**config.mk**
```make
export PLATFORM = sky130hd
export DESIGN_NAME = rr_mux8_arbiter
export DESIGN_NICKNAME = d
export VERILOG_FILES = /design/src/rtl/rr_mux8_arbiter.sv
export SDC_FILE = /design/constraint.sdc
export NUM_CORES = 1
export LEC_CHECK = 0
export CAP_MARGIN = 20
export CORE_UTILIZATION = 35
export CTS_CLUSTER_SIZE = 24
export DETAILED_ROUTE_END_ITERATION = 16
export GPL_TIMING_DRIVEN = 0
export PLACE_DENSITY = 0.68
export RECOVER_POWER = 50
export SETUP_SLACK_MARGIN = 0.4
export SLEW_MARGIN = 20
export SYNTH_ARGS = -nofsm -noshare
export SYNTH_HDL_FRONTEND = slang
export SYNTH_SLANG_ARGS = --single-unit
```
**constraint.sdc**
```tcl
create_clock -name clk -period 11.9 [get_ports clk]
set_input_delay 1.785 -clock clk [delete_from_list [all_inputs] [get_ports clk]]
set_output_delay 1.785 -clock clk [all_outputs]
set_load 0.01 [all_outputs]
```
**src/rtl/rr_mux8_arbiter.sv**
```systemverilog
// rr_mux8_arbiter: round-robin arbiter for eight requesters sharing one
// 8:1 selection datapath, presented on a single valid/ready output channel.
// A requester is granted, its word is routed through the 8:1 selection and
// it is acknowledged on the cycle the word transfers.
// Optional build macro ARB_LOCK_EN adds a 'lock' input for burst locking:
// while lock is high and the granted requester keeps requesting, a transfer
// leaves the grant on that requester and does not advance the priority.
module rr_mux8_arbiter #(
  parameter int DW = 8
) (
  input  logic            clk,
  input  logic            rst_n,
  input  logic [7:0]      req,
  input  logic [8*DW-1:0] din,
  input  logic            out_ready,
`ifdef ARB_LOCK_EN
  input  logic            lock,
`endif
  output logic            out_valid,
  output logic [DW-1:0]   out_data,
  output logic [2:0]      sel,
  output logic [7:0]      ack
);

  typedef enum logic {
    IDLE  = 1'b0,
    GRANT = 1'b1
  } state_t;

  state_t     r_state;
  logic [2:0] r_sel;
  logic [2:0] r_ptr;
  logic       r_valid;

  logic       w_xfer;
  logic [7:0] w_sel_oh;
  logic [2:0] w_next_ptr;
  logic [2:0] w_scan_ptr;
  logic [7:0] w_scan_req;
  logic       w_found;
  logic [2:0] w_winner;
  logic       w_lock_hold;

  assign w_xfer     = r_valid & out_ready;
  assign w_sel_oh   = 8'b1 << r_sel;
  assign w_next_ptr = r_sel + 3'd1;

  // While idle the scan starts at the stored priority pointer over all
  // requests; while granted it looks ahead to the post-transfer pointer and
  // excludes the current winner, so a transfer can hand over in one cycle.
  assign w_scan_ptr = (r_state == GRANT) ? w_next_ptr : r_ptr;
  assign w_scan_req = (r_state == GRANT) ? (req & ~w_sel_oh) : req;

`ifdef ARB_LOCK_EN
  assign w_lock_hold = lock & req[r_sel];
`else
  assign w_lock_hold = 1'b0;
`endif

  // Circular priority scan: first active request at or after the start index.
  always_comb begin
    w_found  = 1'b0;
    w_winner = w_scan_ptr;
    for (int i = 0; i < 8; i++) begin
      if (!w_found && w_scan_req[w_scan_ptr + 3'(i)]) begin
        w_found  = 1'b1;
        w_winner = w_scan_ptr + 3'(i);
      end
    end
  end

  // Grant state machine: select, priority pointer and valid are all registered.
  always_ff @(posedge clk) begin
    if (!rst_n) begin
      r_state <= IDLE;
      r_sel   <= 3'd0;
      r_ptr   <= 3'd0;
      r_valid <= 1'b0;
    end else begin
      case (r_state)
        IDLE: begin
          if (w_found) begin
            r_sel   <= w_winner;
            r_valid <= 1'b1;
            r_state <= GRANT;
          end
        end
        GRANT: begin
          if (w_xfer) begin
            if (!w_lock_hold) begin
              r_ptr <= w_next_ptr;
              if (w_found) begin
                r_sel <= w_winner;
              end else if (!req[r_sel]) begin
                r_valid <= 1'b0;
                r_state <= IDLE;
              end
            end
          end else if (!req[r_sel]) begin
            r_valid <= 1'b0;
            r_state <= IDLE;
          end
        end
        default: begin
          r_state <= IDLE;
          r_valid <= 1'b0;
        end
      endcase
    end
  end

  assign sel       = r_sel;
  assign out_valid = r_valid;
  assign out_data  = din[int'(r_sel)*DW +: DW];
  assign ack       = w_xfer ? w_sel_oh : 8'h00;

endmodule
```
==> flow_summary.yaml, run 1 <==
synth:
  yosys-top-cells-area: "mux4_2 23%, nand2_1 8.5%, dfxtp_1 7.2%"
  ys.flop_type: "dfxtp_1"
  ys_seq_elements: 8
  syn-num-nets: 350
  syn_avg_cell_area_um2: 8.31
  postSynthCellCount: 267
  synth_cell_types: 71
  synth_top_area_share: 0.233
  ys.warnings.count: 0
  yosysSeqAreaShare: 0.0722
  synth_edf_count: 0
  syn_area_um2: 2220
  synth_commonest_cells: "50 x nand2_1, 23 x mux4_2, 15 x o21ai_0"
  synth.most_common_cell: "nand2_1"
  synth_top_area_cell: "mux4_2"
  async_flop_share: 0
global_routing:
  overflow: 0
  use_met2: 0.470
  grt_pass1_wl_um: 12200
  grtUsageMet3: 0.0400
  track_usage: 0.238
  antenna_found_initial: 0
  grt_pass1_vias: 2545
  top_usage_layer: "met2"
  grt_max_degree: 11
  met1_usage: 0.260
job:
  cap_violations: 0
timing:
  skew_ps: 1.62
  drv_slew: 0
  rsz0062_at_grt: "no"
  worst_pin_slew_ps: 793
  fin_crit_ps: 5550
  setup-tns-final_ps: 0
  max_clock_freq_ghz: 0.180
  hold_violations: 0
  finalSetupViolCount: 0
  worst_slack_ps: 6350
  fin_crit_sh: 0.467
  slew_headroom: 0.471
power_and_ir_drop:
  swShare: 0.505
  p_switching_mw: 0.311
  combPwrFrac: 0.879
  seqPwrFrac: 0.068
  vdd.ir_drop.worst_mv: 0.101
  power_mw: 0.615
  p_int_mw: 0.304
  clkPwrFrac: 0.053
  power.density_nw_per_um2: 187
  p_leak_nw: 1.28
setup_path:
  r2r-end: "sel[1]"
  path_class: "flip-flop to flip-flop"
  cp_common_cell: "clkbuf_1"
  r2r.worst_path.cells: 15
  critPathMaxFanout: 10
  cpMaxStageDelayCell: "clkbuf_1"
  worst_setup_path_end_kind: "flip-flop"
  rr_startpoint: "sel[0]"
  crit_end: "sel[1]"
  crit_start: "sel[0]"
  critPathLaunchType: "flip-flop"
  arrival_ps: 5710
  cp.depth: 15
  r2r_slack_ps: 6350
  crit_path_max_incr_delay_ps: 660
  cp.required_ps: 12060
  cp_num_buf_inv: 5
  crit_chain: "clkbuf_1 -> clkbuf_1 -> inv_1 -> ha_1 -> mux2i_4 -> clkbuf_1 -> ha_1 -> clkbuf_4 -> mux4_1 -> a31oi_1 -> nand2_2 -> and4_4 -> mux2i_1 -> a311o_1 -> a21boi_1"
  path_delay_family: "buffers and inverters"
min_path:
  hold_path.class: "flip-flop to flip-flop"
clocking:
  cts_tree: "done"
  h-tree-depth: 1
  clock_path_buffers: 2
  clk_pin_slew_worst_paths_ps: 40
  cts_resized: 0
  cts_buffers: 3
  postCtsHoldBufs: 0
  clock_sinks: 8
  clock_latency_ps: 230
  cts_root_buf: "clkbuf_8"
  cts_setup_buffers: 0
die:
  die_width_um: 81.6
  fp-row-count: 28
  core_area_um2: 6030
  fp.dieH_um: 81.6
  start_util: 0.368
  dieArea_um2: 6660
  ios: 95
cells_and_area:
  area_growth_pct: 48.5
  antenna_cells: 0
  drive_above_1_share: 0.140
  num-fill-cells: 591
  finalNetCount: 449
drt:
  routedWlPerCell_um: 17.4
  drc: 0
  vias: 2560
  drt_pass1_iterations: 4
  routed_wl_um: 7630
  drt.antenna.violating_nets: 0
  drt_iter0_markers: 95
  vias_per_cell: 5.83
placement:
  portBuffers: 94
  gp_congestion: 0.868
  place_ws_ps: 6280
  hpwlAfterDp_um: 6300
run_status:
  status: "complete, no violations"
==> state kept, by name, summed over array words and instances, names as in the netlist <==
register / count
r_ptr: 3
sel: 3
out_valid: 1
r_state: 1
==> layout make-up <==
class | instances | area (um2) | share of cell area
plain buffers | 15 | 96.3 | 0.0292
repair buffers | 94 | 941 | 0.285
multi-input cells | 234 | 1930 | 0.584
clock buffers | 3 | 41.3 | 0.0125
flip-flops and latches | 8 | 160 | 0.0486
inverters | 10 | 37.5 | 0.0114
well taps | 75 | 93.8 | 0.0285
==> worst reg2reg max path: stages (launching register included) <==
cell	delay (ps)
dfxtp_1	580
clkbuf_1	660
clkbuf_1	620
inv_1	150
ha_1	380
mux2i_4	230
clkbuf_1	440
ha_1	310
clkbuf_4	240
mux4_1	390
a31oi_1	430
nand2_2	220
and4_4	260
mux2i_1	120
a311o_1	320
a21boi_1	150
==> routing by layer <==
| layer | routed length, um | share of wire | vias up |
|---|---|---|---|
| li1 | - | - | 1215 |
| met1 | 2950 | 0.39 | 1227 |
| met2 | 4070 | 0.53 | 106 |
| met3 | 470 | 0.062 | 12 |
| met4 | 144 | 0.019 | 0 |
| met5 | 0 | 0 | - |
==> power by group through the flow <==
stage          Clock (mW)  Combinational, mW  Sequential (mW)
3_3_place_gp            0              0.531           0.0426
3_5_place_dp            0              0.537           0.0425
2_1_floorplan           0              0.375           0.0418
4_1_cts            0.0329              0.540           0.0422
5_1_grt            0.0340              0.585           0.0431
6_report           0.0324              0.541           0.0420
==> layout by cell type (no fill, tap or decap), drive strengths merged, types with 3 or more instances in the layout <==
cell / count
mux4: 25
nand3: 9
nand2b: 6
clkbuf: 12
clkdlybuf4s50: 82
a22oi: 3
nor2: 13
inv: 10
and3: 3
ha: 8
a21oi: 11
nand2: 51
dfxtp: 8
a21boi: 8
and2: 8
buf: 6
mux2i: 10
o21ai: 16
xnor2: 4
a31oi: 6
dlygate4sd3: 12
a211oi: 3
nor3: 9
nor2b: 6
==> worst min-delay path by stage <==
| stage | startpoint | to | slack (ps) | cells past startpoint |
|---|---|---|---|---|
| 2_1_floorplan | r_ptr[2] | r_ptr[2] | 530 | 3 |
| 3_3_place_gp | r_ptr[2] | r_ptr[2] | 550 | 3 |
| 3_5_place_dp | r_ptr[2] | r_ptr[2] | 560 | 3 |
| 4_1_cts | r_ptr[1] | r_ptr[1] | 580 | 2 |
| 5_1_grt | r_ptr[1] | r_ptr[1] | 610 | 2 |
| 6_report | r_ptr[1] | r_ptr[1] | 580 | 2 |
==> kinds of logic (layout without fill, tap and decap cells) <==
group	Yosys count	count (layout)	synth area share
compound gates	68	68	0.209
xor+xnor	4	4	0.0158
fa+ha+maj	8	8	0.0451
buf+inv	25	122	0.0603
flops	8	8	0.0722
mux	37	37	0.320
simple gates	117	117	0.278
==> metrics by stage <==
stage	hold slack, ps	utilization	std cells	cell area [um2]
2_1_floorplan	529	-	267	2220
3_3_place_gp	550	0.540	436	3250
3_5_place_dp	559	0.540	436	3250
4_1_cts	577	0.547	439	3300
5_1_grt	605	0.547	439	3300
6_report	582	0.547	439	3300
Note: power is estimated with default switching activity, not from simulation.
==> run 2: changes to the inputs <==
==> constraint.sdc (replaced) <==
create_clock -name clk -period 5.2 [get_ports clk]
set_input_delay 0.78 -clock clk [delete_from_list [all_inputs] [get_ports clk]]
set_output_delay 0.78 -clock clk [all_outputs]
set_load 0.01 [all_outputs]
==> run 2 against run 1 <==
  * Register-to-register slack worse by 5800 ps
  * Die area unchanged
  * Via count is 0.35% lower
  * Clock skew barely moved
  * Utilization grew 0.29 points
  * Largest power group unchanged
  * Wire length is 0.22% lower
  * Cell count is the same
  * Design area grew 0.53%
  * Critical path depth up 1
  * Non-clock buffer count did not move
  * Hold slack got worse by 1.6 ps
  * Largest cell class unchanged
  * Fmax rose by 19%
==> flow_summary.yaml, run 2 (same netlist as run 1, synthesis figures left out) <==
run_status:
  status: "complete, no violations"
global_routing:
  grt_pass1_vias: 2545
  grt_pass1_wl_um: 12200
  antenna_found_initial: 0
  overflow: 0
  track_usage: 0.239
  grt_max_degree: 11
drt:
  drc: 0
  routed_wl_um: 7610
  routedWlPerCell_um: 17.3
  drt_iter0_markers: 97
  vias: 2551
  drt_pass1_iterations: 4
  drt.antenna.violating_nets: 0
  vias_per_cell: 5.81
setup_path:
  crit_chain: "clkbuf_4 -> clkbuf_4 -> inv_1 -> ha_1 -> mux2i_4 -> clkbuf_2 -> ha_1 -> clkbuf_4 -> mux4_2 -> mux2_4 -> or2_1 -> a2111oi_1 -> nor4_1 -> xnor2_1 -> nand2_1 -> o211a_1"
  arrival_ps: 4800
  cp.required_ps: 5320
  critPathMaxFanout: 10
  cp_common_cell: "clkbuf_4"
  path_delay_family: "buffers and inverters"
  crit_path_max_incr_delay_ps: 590
  r2r.worst_path.cells: 16
  path_class: "flip-flop to flip-flop"
  crit_start: "sel[0]"
  cpMaxStageDelayCell: "dfxtp_1"
  worst_setup_path_end_kind: "flip-flop"
  crit_end: "sel[0]"
  critPathLaunchType: "flip-flop"
  rr_startpoint: "sel[0]"
  r2r_slack_ps: 520
  cp.depth: 16
  r2r-end: "sel[0]"
  cp_num_buf_inv: 5
job:
  cap_violations: 0
placement:
  gp_congestion: 0.868
  portBuffers: 94
  dpl_cell_area_um2: 3250
  hpwlAfterDp_um: 6300
  place_ws_ps: -415
die:
  core_area_um2: 6030
  start_util: 0.368
  ios: 95
  dieArea_um2: 6660
  die_width_um: 81.6
  fp.dieH_um: 81.6
  fp-row-count: 28
clocking:
  cts_buffers: 3
  clock_path_buffers: 2
  cts_tree: "done"
  cts_root_buf: "clkbuf_8"
  clock_sinks: 8
  h-tree-depth: 1
  clock_latency_ps: 230
  cts_setup_buffers: 0
  clk_pin_slew_worst_paths_ps: 40
  postCtsHoldBufs: 0
power_and_ir_drop:
  combPwrFrac: 0.880
  vdd.ir_drop.worst_mv: 0.234
  power_mw: 1.42
  p_int_mw: 0.705
  clkPwrFrac: 0.053
  swShare: 0.505
  p_switching_mw: 0.719
  seqPwrFrac: 0.068
  p_leak_nw: 1.29
  power.density_nw_per_um2: 430
cells_and_area:
  drive_above_1_share: 0.148
  final_common_cell: "clkdlybuf4s50_1"
  design_area_um2: 3310
  layout_common_cells: "84 x clkdlybuf4s50_1, 50 x nand2_1, 23 x mux4_2, 15 x o21ai_0, 11 x nor2_1"
  antenna_cells: 0
  area_growth_pct: 49.3
  finalNetCount: 449
timing:
  fin_crit_ps: 4680
  worst_pin_slew_ps: 685
  hold_violations: 0
  finalSetupViolCount: 0
  rsz0062_at_grt: "no"
  setup-tns-final_ps: 0
  slew_headroom: 0.543
  max_clock_freq_ghz: 0.214
  skew_ps: 1.31
  worst_slack_ps: 520
  fin_crit_sh: 0.900
  drv_slew: 0
min_path:
  hold_path.class: "flip-flop to flip-flop"
  holdCritStartpoint: "r_ptr[1]"
-- run 2: metal layers --
layer	track usage	share of wire	vias to the layer above
li1	-	-	1216
met3	0.0400	0.062	13
met5	0	0	-
met4	0.0579	0.020	0
met1	0.261	0.39	1212
met2	0.470	0.53	110
-- run 2: worst min-delay path, stage by stage, from the launching register on --
cell,delay [ps]
dfxtp_1,330
mux2i_1,130
nor2b_1,70
-- run 2: power groups by stage --
stage / sequential (mW) / clock [mW] / combinational (mW)
final: 0.0962 / 0.0752 / 1.25
after global routing: 0.0989 / 0.0779 / 1.35
after CTS: 0.0974 / 0.0754 / 1.24
after detailed placement: 0.0972 / 0 / 1.23
after global placement: 0.0974 / 0 / 1.21
after floorplan: 0.0957 / 0 / 0.858
-- run 2: worst min path at each step --
stage	to	slack, ps	cells after the start
2_1_floorplan	r_ptr[2]	530	3
3_3_place_gp	r_ptr[2]	550	3
3_5_place_dp	r_ptr[2]	560	3
4_1_cts	r_ptr[1]	580	2
5_1_grt	r_ptr[1]	610	2
6_report	r_ptr[1]	580	2
-- run 2: layout make-up --
cell class,instances,area [um2]
Buffer,15,105
Clock buffer,3,41.3
Fill cell,587,2710
Inverter,10,37.5
Multi-Input combinational cell,234,1930
Sequential cell,8,160
Tap cell,75,93.8
Timing Repair Buffer,94,941
-- run 2: repair_timing --
item                                    4_1_cts  5_1_grt
endpoints found under the setup margin        5        4
resized for setup                             5        3
hold endpoints to repair                      0        0
-- run 2: per-stage QoR --
stage	util	std cells	hold slack (ps)
6_report	0.550	439	581
3_3_place_gp	0.540	436	550
4_1_cts	0.548	439	577
2_1_floorplan	-	267	529
5_1_grt	0.550	439	605
3_5_place_dp	0.540	436	559
